--- config.mk ---
export PLATFORM = sky130hd
export DESIGN_NAME = read_fmps_test_link
export DESIGN_NICKNAME = d
export VERILOG_FILES = /design/src/rtl/read_fmps_test_link.sv
export SDC_FILE = /design/constraint.sdc
export NUM_CORES = 1
export LEC_CHECK = 0
export BUFFER_PORTS_ARGS = -buffer_cell sky130_fd_sc_hd__buf_2
export CORE_MARGIN = 5
export CORE_UTILIZATION = 34
export DETAILED_ROUTE_END_ITERATION = 10
export PLACE_DENSITY = 0.54
export SLEW_MARGIN = 10
export SYNTH_ARGS = -nofsm -noshare
export SYNTH_HDL_FRONTEND = slang
export SYNTH_SLANG_ARGS = --single-unit
--- constraint.sdc ---
create_clock -name auroraUserClk -period 4.2 [get_ports auroraUserClk]
set_input_delay 0.84 -clock auroraUserClk [delete_from_list [all_inputs] [get_ports auroraUserClk]]
set_output_delay 0.84 -clock auroraUserClk [all_outputs]
set_load 0.01 [all_outputs]
--- src/rtl/read_fmps_test_link.sv ---
// read_fmps_test_link: receive-side checker for the FMPS test link.
// Validates header framing, sequence continuity and payload content of the
// Aurora RX stream, keeps saturating good/error packet counters with sticky
// error flags, and measures FA-strobe-to-header latency.
module read_fmps_test_link #(
  parameter int CNT_WIDTH = 16,
  parameter int LAT_WIDTH = 10
) (
  input  logic                 auroraUserClk,
  input  logic                 auroraReset,
  input  logic                 auroraChannelUp,
  input  logic                 auroraFAstrobe,
  input  logic                 clearCounters,
  input  logic [31:0]          FMPS_TEST_AXI_STREAM_RX_tdata,
  input  logic                 FMPS_TEST_AXI_STREAM_RX_tvalid,
  input  logic                 FMPS_TEST_AXI_STREAM_RX_tlast,
  output logic [CNT_WIDTH-1:0] goodPackets,
  output logic [CNT_WIDTH-1:0] errorCount,
  output logic [3:0]           errFlags,
  output logic [15:0]          lastSeq,
  output logic [LAT_WIDTH-1:0] latency,
  output logic                 latencyOverrun
);

  localparam logic [1:0] ST_IDLE    = 2'd0;
  localparam logic [1:0] ST_PAYLOAD = 2'd1;
  localparam logic [1:0] ST_DISCARD = 2'd2;

  // Error bit positions inside errFlags and the per-packet error vectors.
  localparam int E_HDR  = 0;
  localparam int E_SEQ  = 1;
  localparam int E_DATA = 2;
  localparam int E_LEN  = 3;

  localparam logic [CNT_WIDTH-1:0] CNT_ONE = {{(CNT_WIDTH-1){1'b0}}, 1'b1};
  localparam logic [LAT_WIDTH-1:0] LAT_ONE = {{(LAT_WIDTH-1){1'b0}}, 1'b1};

  logic [1:0]           state_reg, state_next;
  logic [4:0]           n_reg, n_next;
  logic [4:0]           k_reg, k_next;
  logic [15:0]          seq_reg, seq_next;
  logic [3:0]           pend_reg, pend_next;
  logic [3:0]           err_now;
  logic [3:0]           err_all;
  logic                 synced_reg;
  logic                 lat_open_reg;
  logic [LAT_WIDTH-1:0] lat_cnt_reg;
  logic                 pkt_done;
  logic                 good_hdr;

  logic        word_valid;
  logic        word_last;
  logic [31:0] word;
  logic        hdr_ok;
  logic [4:0]  hdr_n;
  logic [15:0] hdr_seq;
  logic [15:0] seq_succ;
  logic [31:0] expected_word;
  logic        last_k;
  logic        strobe_start;
  logic        overrun_set;

  assign word_valid    = FMPS_TEST_AXI_STREAM_RX_tvalid;
  assign word_last     = FMPS_TEST_AXI_STREAM_RX_tlast;
  assign word          = FMPS_TEST_AXI_STREAM_RX_tdata;
  assign hdr_ok        = (word[31:24] == 8'hFA) && (word[23:21] == 3'd0);
  assign hdr_n         = word[20:16];
  assign hdr_seq       = word[15:0];
  assign seq_succ      = lastSeq + 16'd1;
  assign expected_word = {seq_reg, 11'd0, k_reg};
  assign last_k        = (k_reg == (n_reg - 5'd1));
  // Errors of the packet whose deciding word is on the bus this cycle.
  assign err_all       = pend_reg | err_now;

  // A strobe opens a new measurement unless one is open and not being closed now.
  assign strobe_start  = auroraFAstrobe && (!lat_open_reg || good_hdr);
  assign overrun_set   = auroraChannelUp && auroraFAstrobe && lat_open_reg && !good_hdr;

  // Packet parser: next state, per-word error detection and completion strobe.
  always_comb begin
    state_next = state_reg;
    n_next     = n_reg;
    k_next     = k_reg;
    seq_next   = seq_reg;
    pend_next  = pend_reg;
    err_now    = 4'd0;
    pkt_done   = 1'b0;
    good_hdr   = 1'b0;
    if (!auroraChannelUp) begin
      state_next = ST_IDLE;
      pend_next  = 4'd0;
    end else if (word_valid) begin
      case (state_reg)
        ST_IDLE: begin
          if (!hdr_ok) begin
            err_now[E_HDR] = 1'b1;
            pkt_done       = 1'b1;
            state_next     = word_last ? ST_IDLE : ST_DISCARD;
          end else begin
            good_hdr = 1'b1;
            n_next   = hdr_n;
            k_next   = 5'd0;
            seq_next = hdr_seq;
            if (synced_reg && (hdr_seq != seq_succ)) err_now[E_SEQ] = 1'b1;
            if (hdr_n == 5'd0) begin
              pkt_done = 1'b1;
              if (!word_last) begin
                err_now[E_LEN] = 1'b1;
                state_next     = ST_DISCARD;
              end
            end else if (word_last) begin
              err_now[E_LEN] = 1'b1;
              pkt_done       = 1'b1;
            end else begin
              state_next = ST_PAYLOAD;
            end
          end
        end
        ST_PAYLOAD: begin
          if (word != expected_word) err_now[E_DATA] = 1'b1;
          if (word_last) begin
            pkt_done   = 1'b1;
            state_next = ST_IDLE;
            if (!last_k) err_now[E_LEN] = 1'b1;
          end else if (last_k) begin
            pkt_done       = 1'b1;
            state_next     = ST_DISCARD;
            err_now[E_LEN] = 1'b1;
          end else begin
            k_next = k_reg + 5'd1;
          end
        end
        ST_DISCARD: begin
          if (word_last) state_next = ST_IDLE;
        end
        default: state_next = ST_IDLE;
      endcase
      pend_next = pkt_done ? 4'd0 : (pend_reg | err_now);
    end
  end

  // Parser state registers.
  always_ff @(posedge auroraUserClk or posedge auroraReset) begin
    if (auroraReset) begin
      state_reg <= ST_IDLE;
      n_reg     <= 5'd0;
      k_reg     <= 5'd0;
      seq_reg   <= 16'd0;
      pend_reg  <= 4'd0;
    end else begin
      state_reg <= state_next;
      n_reg     <= n_next;
      k_reg     <= k_next;
      seq_reg   <= seq_next;
      pend_reg  <= pend_next;
    end
  end

  // Sequence tracking: lastSeq follows every good header; link loss drops sync.
  always_ff @(posedge auroraUserClk or posedge auroraReset) begin
    if (auroraReset) begin
      synced_reg <= 1'b0;
      lastSeq    <= 16'd0;
    end else if (!auroraChannelUp) begin
      synced_reg <= 1'b0;
    end else if (good_hdr) begin
      synced_reg <= 1'b1;
      lastSeq    <= hdr_seq;
    end
  end

  // Saturating packet counters and sticky flags; a clear beats any same-cycle event.
  always_ff @(posedge auroraUserClk or posedge auroraReset) begin
    if (auroraReset) begin
      goodPackets    <= '0;
      errorCount     <= '0;
      errFlags       <= 4'd0;
      latencyOverrun <= 1'b0;
    end else if (clearCounters) begin
      goodPackets    <= '0;
      errorCount     <= '0;
      errFlags       <= 4'd0;
      latencyOverrun <= 1'b0;
    end else begin
      if (pkt_done) begin
        if (|err_all) begin
          errFlags <= errFlags | err_all;
          if (errorCount != '1) errorCount <= errorCount + CNT_ONE;
        end else if (goodPackets != '1) begin
          goodPackets <= goodPackets + CNT_ONE;
        end
      end
      if (overrun_set) latencyOverrun <= 1'b1;
    end
  end

  // Latency measurement: counter reads L on the header L cycles after the strobe.
  always_ff @(posedge auroraUserClk or posedge auroraReset) begin
    if (auroraReset) begin
      lat_open_reg <= 1'b0;
      lat_cnt_reg  <= '0;
      latency      <= '0;
    end else if (!auroraChannelUp) begin
      lat_open_reg <= 1'b0;
    end else begin
      if (good_hdr && lat_open_reg) latency <= lat_cnt_reg;
      if (strobe_start) begin
        lat_open_reg <= 1'b1;
        lat_cnt_reg  <= LAT_ONE;
      end else begin
        if (good_hdr) lat_open_reg <= 1'b0;
        if (lat_cnt_reg != '1) lat_cnt_reg <= lat_cnt_reg + LAT_ONE;
      end
    end
  end

endmodule

## Yosys cells after proc, flatten, opt, wreduce, memory -nomap -nowiden

Cells that the tools add are included.

| operators by class | value |
|---|---|
| add/subtract/negate cells | 6 |
| eq/ne operators | 19 |
| muxes and demuxes | 72 |
| bitwise gates (word level) | 3 |
| reduce and logical (&&, ||, !) cells | 30 |

Operator list:

| operator | number |
|---|---|
| two-way mux 16 bit | 8 |
| adder 16 x 1 -> 16 bit, second input constant | 3 |
| two-way mux 1 bit | 34 |
| two-way mux 4 bit | 8 |
| inequality test 16 bit, second input constant | 2 |
| inequality test 32 bit | 1 |
| two-way mux 2 bit | 13 |
| two-way mux 10 bit | 2 |
| inequality test 16 bit | 1 |
| two-way mux 5 bit | 3 |
| nonzero test 2 bit | 7 |
| bitwise OR 4 bit | 3 |
| adder 10 x 1 -> 10 bit, second input constant | 1 |
| inequality test 10 bit, second input constant | 1 |
| case mux 5 bit (2 select lines) | 1 |
| equality test 8 bit, second input constant | 1 |
| inequality test 2 bit, second input constant | 4 |
| inequality test 4 bit, second input constant | 2 |
| AND reduction 2 bit | 4 |
| AND reduction 4 bit | 2 |
| logical AND 1 bit | 7 |
| case mux 2 bit (3 select lines) | 1 |
| AND reduction 3 bit | 2 |
| AND reduction 6 bit | 1 |
| 15 further kinds | 18 |

| storage, ports and cells | value |
|---|---|
| register bits | 107 |
| bits of input ports | 39 |
| output and inout bits | 63 |
| word-level logic and storage cells | 144 |

## Logic depth before layout (Yosys ltp)

| logic depth | value |
|---|---|
| depth in word-level cells | 15 |
| gate-level depth with buffers | 13 |
| depth with buffers taken out | 12 |

## Least setup slack after synthesis

Ideal clock, no wire load.

| timing path | value |
|---|---|
| path type | input -> register |
| from | in FMPS_TEST_AXI_STREAM_RX_tdata[7] |
| to | reg errorCount[11] |
| setup time | 0.125 ns |
| arrival time | 3.141 ns |
| data required time | 4.075 ns |
| path slack | 0.934 ns |
| cell stages on the path | 9 |
| path buffers | 1 |
| cells stage by stage | xor2_1 nor3b_1 o2111ai_1 or4_4 o41ai_4 a31oi_1 buf_2 nand4_1 mux2_2 |

| on the way | value |
|---|---|
| word-level cells in the longest chain between the ends | 13 |
| elaborated cells between the ends (all ways) | 18 |
| classes of those cells | eq/ne: 2; mux: 11; bitwise: 1; reduce/logical: 4 |

RTL lines:

| what | line | RTL |
|---|---|---|
| from (decl) | 14 | `input logic [31:0] FMPS_TEST_AXI_STREAM_RX_tdata,` |
| inequality test 16 bit | 104 | `if (synced_reg && (hdr_seq != seq_succ)) err_now[E_SEQ] = 1'b1;` |
| logical AND 1 bit | 104 |  |
| two-way mux 1 bit | 104 |  |
| two-way mux 1 bit | 95 | `if (!hdr_ok) begin` |
| two-way mux 2 bit | 93 | `case (state_reg)` |
| two-way mux 2 bit | 92 | `end else if (word_valid) begin` |
| two-way mux 2 bit | 89 | `if (!auroraChannelUp) begin` |
| two-way mux 4 bit (*) | 92 |  |
| two-way mux 4 bit (*) | 89 |  |
| bitwise OR 4 bit (*) | 73 | `assign err_all = pend_reg \| err_now;` |
| OR reduction 4 bit (*) | 186 | `if (\|err_all) begin` |
| nonzero test 2 bit (no source line) (*) | - |  |
| AND reduction 3 bit (no source line) (*) | - |  |
| to (signal assigned) | 188 | `if (errorCount != '1) errorCount <= errorCount + CNT_ONE;` |
| to (decl) | 18 | `output logic [CNT_WIDTH-1:0] errorCount,` |

Mark *: on every way between the ends. The rest lies on a longest branch, timed or not. The select of a mux whose other input is x is not followed.
A chain may end at the register's enable or synchronous reset.

## Final worst setup path

| timing path | value |
|---|---|
| from | reg n_reg[0] |
| to | reg goodPackets[9] |

| on the way | value |
|---|---|
| word-level cells in the longest chain between the ends | 13 |
| elaborated cells between the ends (all ways) | 21 |
| classes of those cells | add/sub: 1; eq/ne: 2; mux: 14; bitwise: 1; reduce/logical: 3 |

RTL lines:

| what | line | RTL |
|---|---|---|
| from (decl) | 39 | `logic [4:0] n_reg, n_next;` |
| from (signal assigned) | 152 | `n_reg <= n_next;` |
| subtractor 5 x 1 -> 5 bit (*) | 71 | `assign last_k = (k_reg == (n_reg - 5'd1));` |
| equality test 5 bit (*) | 71 |  |
| two-way mux 1 bit, on equally long branches | 125, 124 |  |
| two-way mux 1 bit | 121 | `if (word_last) begin` |
| case mux 1 bit (2 select lines) | 93 |  |
| two-way mux 1 bit | 92 |  |
| two-way mux 1 bit | 89 |  |
| two-way mux 4 bit | 92 |  |
| two-way mux 4 bit | 89 |  |
| bitwise OR 4 bit | 73 |  |
| OR reduction 4 bit | 186 |  |
| inequality test 2 bit (no source line) | - |  |
| AND reduction 3 bit (no source line) (*) | - |  |
| to (signal assigned) | 190 | `goodPackets <= goodPackets + CNT_ONE;` |
| to (decl) | 17 | `output logic [CNT_WIDTH-1:0] goodPackets,` |

Marked as above.

==> metrics <==
status complete, no violations; Mapped Cells slightly above 600; Hold WC Path Type reg2reg; critical path's top delay family simple AND/OR/NAND/NOR gates; Core ar. around 0.017 sq mm; Overflow after GRT 0; initial antenna violation count 0; placer congestion estimate 0.858; Die Wd 144 microns; VDD IR max 0.185 mV; H-tree depth 3; WL/cell 17.0 microns; max-slew headroom at the worst pin 41.9%; Final Util 40.8%; Worst Max-Slew Pin Slew 0.872 ns; PwrDens just over 300 mW/mm^2; area leader, netlist dfrtp_1; Crit. Startpoint n_reg[0]; Die Y 144 microns; synth unique cells 60; leak pwr ~0.0032 uW; CTS Buf Count 9; commonest non-fill, non-tap cell in the layout dfrtp_1; crit end category flop; CTS tree done; Placement Cell Area around 0.0068 sq mm; Crit Path Category reg2reg; reg-to-reg startpoint n_reg[0]; sequential area share after synthesis 44.1%; Yosys reg bits 107; Setup Buffers After CTS 0; dpl cells just over 900; Hold Crit Start latency[6]; Mapped Area 0.00607 sq mm; Inserted Diodes 0; Fmax 0.266 GHz; clk_lat worst skew 0.35 ns; TritonCTS Sinks about 110; most frequent cells in the layout dfrtp_1 (107), buf_2 (101), nor2_1 (54); Area Growth Syn to Fin 17.1%; gr usage total between 10% and 20%; Fin Setup TNS 0 ns; ys flop type dfrtp_1; synth top area cells dfrtp_1 (44%), mux2_2 (8.5%), xnor2_1 (6.5%); ys async rst share 100%; Ys Warns 0; largest net degree at the start of global routing between 50 and 60; Die ar. 0.0206 sq mm; Worst Skew 0.00787 ns; CTS Buffer Depth 2; Final min period 3.76 ns; post-layout net count 761; final setup fails 0; fillers 1753; DRT Wirelength 16.0 mm; Mean Syn Cell Area 9.79 sq um; crit path launch type flop; design area 0.00711 sq mm; hold_buf cts 0; Synth top area share 44.1%; IO Port Bufs 101; Ports 102; HPWL after DPL around 12 mm; DRT antenna net count 0; cell type of the slowest stage on the worst timing path or4_1; RSZ-0062 raised after global routing no; Post-Syn Nets about 670; row count 48; Buf/Inv on CP 1; share of post-route cells with drive strength above 1 about 25%; first-pass GRT wire length 26.1 mm; fin cells 943; Clock transition at path regs 0.07 ns; Total Power 2160 uW; Worst Path Required 4.46 ns; Crit Path Max Fanout 17; Fin. Hold Viols 0; post-cts resize count 0; 1st-iter DRT viols 258; Via Count 5023; period utilisation layout 89.5%; Starting Density approximately a third; DRC viols 0; Root Driver clkbuf_16; vias in the first global route 5106; Pre-antenna DRT Iters 5; crit path cell chain inv_1 > ha_1 > nor3b_1 > xnor2_1 > nand4_1 > ha_1 > a221o_1 > a211o_1 > nor3_1 > nand4_4 > or4_1 > a21oi_1; most used cell, CP ha_1; CP peak stage delay between 0.5 and 0.6 ns; MaxCap Viol Count 0; Post-synth EDFFs 0; Max Slew Vio Count 0; via/cell ratio 5.33; Worst EP arrival 4.02 ns
==> cell usage after synthesis, types with 4 or more instances <==
library cell,n
inv_1,22
nand3_1,27
a41oi_1,4
nor3b_1,4
or4_1,5
dfrtp_1,107
nor4_1,10
and2_1,5
a31oi_1,7
nor3_1,18
ha_1,8
clkbuf_1,18
nand2_1,44
a21oi_1,28
o31ai_1,5
nor2b_1,11
nor2_1,54
xnor2_1,45
o21ai_0,27
nand4_1,25
a31o_2,6
mux2_2,46
and3_1,11
or3_1,9
nand2b_1,5
a311oi_1,4
xor2_1,15
==> cells by family (layout without fill, tap and decap cells) <==
group	Yosys count	count (layout)	share of synthesized area [%]
AND/OR/NAND/NOR	245	245	21.7
flip-flops	107	107	44.1
AO/OA/AOI/OAI	105	105	11.7
XOR/XNOR	60	60	8.65
multiplexers	48	48	8.86
buffers and inverters	47	145	3.34
adder cells (fa/ha/maj)	8	8	1.65
==> cell type report <==
cell class                      count  area, sq um  area share (%)
Sequential cell                   107         2680            37.7
Timing Repair Buffer              108          558            7.85
Multi-Input combinational cell    466         3190            44.9
Inverter                           22         85.1            1.20
Tap cell                          225          282            3.96
Clock buffer                       10          239            3.36
Clock inverter                      5         77.6            1.09
==> final timing paths <==
kind                                   to  slack, ns  cells after the start
hold / removal                 latency[6]       0.50                      1
hold reg to reg                latency[6]       0.50                      1
setup reg to reg           goodPackets[9]       0.44                     12
setup / recovery           goodPackets[9]       0.44                     12
max in group asynchronous        k_reg[3]       2.83                      3
min in group asynchronous   errorCount[1]       0.51                      2
==> power by group <==
part | switching, uW | leakage, uW | internal, uW
Combinational | 109 | 0.00164 | 62.9
Clock | 377 | 0.000154 | 534
Sequential | 27.6 | 0.00145 | 1050
Total | 514 | 0.00325 | 1640
==> metal layers <==
| metal | wire [microns] | up-vias | share of wire [%] | GRT usage [%] |
|---|---|---|---|---|
| li1 | - | 2437 | - | - |
| met1 | 7110 | 2483 | 44 | 20.5 |
| met2 | 8070 | 89 | 50 | 26.5 |
| met3 | 652 | 14 | 4.1 | 3.36 |
| met4 | 202 | 0 | 1.3 | 4.81 |
| met5 | 0 | - | 0 | 0 |
==> metrics by stage <==
stage / hold WS (ns) / setup slack [ns]
floorplan: 0.463 / 0.543
global placement: 0.486 / 0.495
detailed placement: 0.488 / 0.434
CTS: 0.507 / 0.421
global route: 0.521 / 0.221
finish: 0.504 / 0.442
Note: power is estimated with default switching activity, not from simulation.
